<file path="config.mk">
export PLATFORM = sky130hd
export DESIGN_NAME = alu_mul_seq
export DESIGN_NICKNAME = d
export VERILOG_FILES = /design/src/rtl/alu_pkg.sv /design/src/rtl/alu_mul_seq.sv
export SDC_FILE = /design/constraint.sdc
export NUM_CORES = 1
export LEC_CHECK = 0
export ABC_CLOCK_PERIOD_IN_PS = 2100
export CAP_MARGIN = 40
export CORE_ASPECT_RATIO = 1.25
export CORE_MARGIN = 5
export CORE_UTILIZATION = 43
export CTS_CLUSTER_DIAMETER = 200
export DETAILED_ROUTE_END_ITERATION = 8
export PLACE_DENSITY = 0.81
export SLEW_MARGIN = 20
export SYNTH_ARGS = -nofsm -noshare
export SYNTH_HDL_FRONTEND = slang
export SYNTH_SLANG_ARGS = --single-unit
export TNS_END_PERCENT = 100
</file>
<file path="constraint.sdc">
create_clock -name clk -period 2.1 [get_ports clk]
set_clock_uncertainty 0.05 [all_clocks]
set_input_delay 0.42 -clock clk [delete_from_list [all_inputs] [get_ports clk]]
set_output_delay 0.42 -clock clk [all_outputs]
set_load 0.005 [all_outputs]
</file>
<file path="src/rtl/alu_pkg.sv">
// Shared ALU definitions: control codes, datapath width and the multiplier state encoding.
// Pure constants and types; no timing or flow control of its own.
package alu_pkg;

    localparam int WIDTH = 32;

    localparam logic [3:0] ALU_NOP = 4'b0000;
    localparam logic [3:0] ALU_ADD = 4'b0010;
    localparam logic [3:0] ALU_SUB = 4'b0110;

    typedef enum logic [1:0] {
        IDLE = 2'd0,
        RUN  = 2'd1,
        DONE = 2'd2
    } mul_state_e;

endpackage

</file>
<file path="src/rtl/alu_mul_seq.sv">
// Unsigned 32x32->64 shift-add multiplier that borrows the shared ALU; done pulses 32 cycles after start.
// No backpressure: start is taken only in IDLE, flush aborts from any state.
module alu_mul_seq
    import alu_pkg::*;
#(
    parameter int WIDTH = alu_pkg::WIDTH
) (
    input  logic             clk,
    input  logic             rst,
    input  logic             start,
    input  logic             flush,
    input  logic [WIDTH-1:0] op_a,
    input  logic [WIDTH-1:0] op_b,
    output logic             busy,
    output logic             done,
    output logic [WIDTH-1:0] prod_hi,
    output logic [WIDTH-1:0] prod_lo,
    output logic [3:0]       alu_ct,
    output logic [WIDTH-1:0] alu_src1,
    output logic [WIDTH-1:0] alu_src2,
    input  logic [WIDTH-1:0] alu_res
);

    mul_state_e       state_q;
    logic [WIDTH-1:0] acc_q;
    logic [WIDTH-1:0] lo_q;
    logic [WIDTH-1:0] mcand_q;
    logic [4:0]       cnt_q;

    logic             carry;
    logic [WIDTH-1:0] acc_d;
    logic [WIDTH-1:0] lo_d;

    // ALU inputs are gated to zero outside RUN so the shared ALU idles at 0.
    always_comb begin
        alu_ct   = ALU_NOP;
        alu_src1 = '0;
        alu_src2 = '0;
        if (state_q == RUN) begin
            alu_ct   = ALU_ADD;
            alu_src1 = acc_q;
            alu_src2 = lo_q[0] ? mcand_q : '0;
        end
    end

    // An unsigned add wrapped iff its result is below an operand; this is bit 64 of the partial sum.
    assign carry          = (alu_res < acc_q);
    assign {acc_d, lo_d}  = {carry, alu_res, lo_q[WIDTH-1:1]};

    always_ff @(posedge clk or negedge rst) begin
        if (!rst) begin
            state_q <= IDLE;
            acc_q   <= '0;
            lo_q    <= '0;
            mcand_q <= '0;
            cnt_q   <= '0;
        end else if (flush) begin
            state_q <= IDLE;
            acc_q   <= '0;
            lo_q    <= '0;
            cnt_q   <= '0;
        end else begin
            case (state_q)
                IDLE: begin
                    if (start) begin
                        state_q <= RUN;
                        acc_q   <= '0;
                        lo_q    <= op_b;
                        mcand_q <= op_a;
                        cnt_q   <= '0;
                    end
                end
                RUN: begin
                    acc_q <= acc_d;
                    lo_q  <= lo_d;
                    cnt_q <= cnt_q + 5'd1;
                    if (cnt_q == 5'(WIDTH - 1)) begin
                        state_q <= DONE;
                    end
                end
                DONE: begin
                    state_q <= IDLE;
                end
                default: begin
                    state_q <= IDLE;
                end
            endcase
        end
    end

    assign busy    = (state_q == RUN);
    assign done    = (state_q == DONE);
    assign prod_hi = acc_q;
    assign prod_lo = lo_q;

endmodule
</file>
==> results_dict.tcl <==
set metrics [dict create \
    outcome "complete, but fails checks" \
    failed_checks "setup timing" \
    synth_top_area_share_pct 47.3 \
    clock_latency_ps 340 \
    critical_path.max_stage_delay_ps 380 \
    dr.first_iter.drc_count 209 \
    crit_family "buffers and inverters" \
    crit_chain "nor2b_4, buf_4, buf_12, buf_4, and3_1, dlygate4sd2_1" \
    worstHoldPathType "in -> async" \
    die_area_mm2 0.0150 \
    report.final.hold_viol_count 0 \
    layout-area-overhead-vs-synth_pct 57.8 \
    design.core.area_mm2 0.0125 \
    timing.critical_path.slowest_stage_cell "dfrtp_1" \
    postSynthRegisterBits 103 \
    setup_repair_after_global_routing_missed_its_margin "true" \
    cts_tree "yes" \
    regToRegStartpoint "state_q[1]" \
    grt_max_degree 73 \
    drt-pass1-iter-count 4 \
    fillCellCount 968 \
    routedWlPerCell_um 18.7 \
    p_leak_nw 4.10 \
    layout.cells.most_common "clkdlybuf4s50_1" \
    route.detailed.vias_per_inst 5.21 \
    timing.critical_path.to "alu_src2[26]" \
    max_freq_mhz 455 \
    critPathRequiredTime_ps 1630 \
    grt_antenna_before_repair 0 \
    synth.avg_cell_area_um2 10.9 \
    setup.worst_path.start_class "flop" \
    tightest_slew_ps 582 \
    maximum_vdd_drop_uv 381 \
    cts_hold_buf 0 \
    final_layout_size_suffix_gt1_share_pct 18.6 \
    top_library_cells_by_usage_in_the_layout_fill_and_taps_aside "clkdlybuf4s50_1, dfrtp_1, nand2_1" \
    clock-root-buffer "clkbuf_16" \
    crit_path_buffers_inverters 4 \
    crit_path_start "state_q[0]" \
    wl_mm 17.2 \
    maximum_fanout_encountered_on_the_critical_timing_path 5 \
    floorplan.initialDensity_pct 43.5 \
    dieWidth_um 111 \
    yosysUniqueCellTypes 37 \
    min_period_over_period_pct 105 \
    dp_hpwl_mm 12.2 \
    finish.net_count 881 \
    row_cnt 46 \
    cellPowerDensity_mw_per_mm2 654 \
    synth_area_leaders "dfrtp_1, ha_1, mux2_2" \
    placed_instance_count 886 \
    post-route-drc-count 0 \
    worst-endpoint-arrival_ps 1730 \
    design.portCount 234 \
    chipHeight_um 136 \
    antenna_cells 0 \
    clock_pin_slew_on_the_worst_setup_and_hold_paths_ps 70 \
    cp_num_cells 6 \
    slew-limit-headroom_pct 61.2 \
    max_cap_viol 0 \
    worstReg2RegEnd "prod_lo[15]" \
    fin_ws_ps -96.1 \
    sequential_area_share_after_synthesis_pct 47.3 \
    path_class "reg -> out" \
    synth_area_leader_cell "dfrtp_1" \
    grt_overflow_total 0 \
    netlist_instances 502 \
    timing.final.crit_period_ps 2200 \
    port_buffers 230 \
    groute.usage.overall_pct 22.1 \
    timing.reg2reg.worst_path_depth 9 \
    gp_congestion 0.822 \
    first_pass_grt_wire_length_mm 26.9 \
    ant_nets 0 \
    crit_top_cell "buf_4" \
    vias_in_the_first_global_route 5187 \
    synth-warning-count 0 \
    clock_sink_count 103 \
    post_synth_instance_area_mm2 0.00545 \
    worstSetupEndpointType "primary output" \
    cts_inserted_buffers 9 \
    buffer_levels_on_the_longest_clock_path 2 \
    finalSetupViolations 11 \
    timing_max_transition_violations_final 0 \
    worst-r2r-setup-slack_ps 140 \
    multiInputGateArea_mm2 0.00266 \
    detailroute.via_count 4803 \
    seqCellArea_mm2 0.00258 \
    worst_hold_slack_ps 13.6 \
    stdcell_count 921 \
    htree_levels 3 \
]
-- registers in the layout, summed over array words and instances (netlist names) --
register / count
state_q: 2
prod_lo: 32
mcand_q: 32
cnt_q: 5
prod_hi: 32
-- timing repair --
action,4_1_cts,5_1_grt
cloned,3,3
resized for setup,104,71
pin swaps,5,3
buffers inserted,8,8
setup endpoints to repair,66,47
-- layer usage --
metal	global-route usage, %	up-vias	share of wire (%)
met5	0	-	0
met4	8.49	0	2.8
met3	4.99	32	5.6
met2	39.9	174	53
met1	25.7	2324	39
li1	-	2273	-
-- report_power, final --
part	internal (mW)	switching, mW	leakage (nW)
clock	1.06	0.769	0.153
sequential	2.22	0.159	1.33
combinational	0.845	0.576	2.62
-- synthesized netlist by cell type, drive strengths merged --
cell type  instances
a2111oi            1
a211o              1
a211oi             3
a21o               3
a21oi             10
a221o              1
a221oi             1
a22o              33
and2              34
and3              33
buf               20
clkbuf            20
conb               1
dfrtp            103
ha                33
inv               32
mux2              32
mux2i             32
nand2             41
nand2b             2
nand3              5
nand4              6
nor2               7
nor2b              3
nor4               1
nor4b              1
o21ai              7
o21bai             1
o31ai             33
or4b               1
xor2               1
-- final cells by class --
cell class,instances,share of cell area [%]
Clock buffer,9,2.62
Clock inverter,7,1.18
Inverter,32,1.40
Multi-Input combinational cell,329,30.9
Sequential cell,103,29.9
Tap cell,168,2.44
Timing Repair Buffer,273,31.5
-- cells by family (layout without fill, tap and decap cells) --
kind of cell    after synthesis  count (layout)  share of synthesized area [%]
simple gates                134             134                           13.5
fa+ha+maj                    33              33                           7.57
xor+xnor                      1               1                          0.161
mux                          64              64                           12.5
other cells                   1               3                         0.0688
buf+inv                      72             321                           5.78
flops                       103             103                           47.3
compound gates               94              94                           13.1
-- per-stage QoR --
step	cell area [µm²]	worst slack [ps]	util (%)	power [mW]	TNS [ps]
2_1_floorplan	5460	293	-	2.96	0
3_5_place_dp	8040	-329	64.0	3.70	-3290
4_1_cts	8450	-243	67.4	5.62	-2230
6_report	8610	-96.1	68.6	5.63	-282
5_1_grt	8610	-161	68.6	5.90	-2070
3_3_place_gp	8040	-319	64.0	3.65	-1130
-- how the worst min path moves through the flow --
stage	end	slack [ps]	cells after the start
CTS	prod_lo[6]	20	2
detailed placement	prod_lo[5]	390	2
global route	prod_lo[6]	40	2
floorplan	cnt_q[0]	70	0
finish	prod_lo[4]	10	2
global placement	prod_lo[5]	380	2
-- worst reg2reg max path, cell delays in order, from the launching register on --
cell and delay (ps):
dfrtp_1 410, nor2b_4 190, buf_6 170, buf_12 130, buf_16 110, buf_4 100, buf_4 110, buf_6 210
mux2i_1 270, o31ai_1 90
Note: power is estimated with default switching activity, not from simulation.
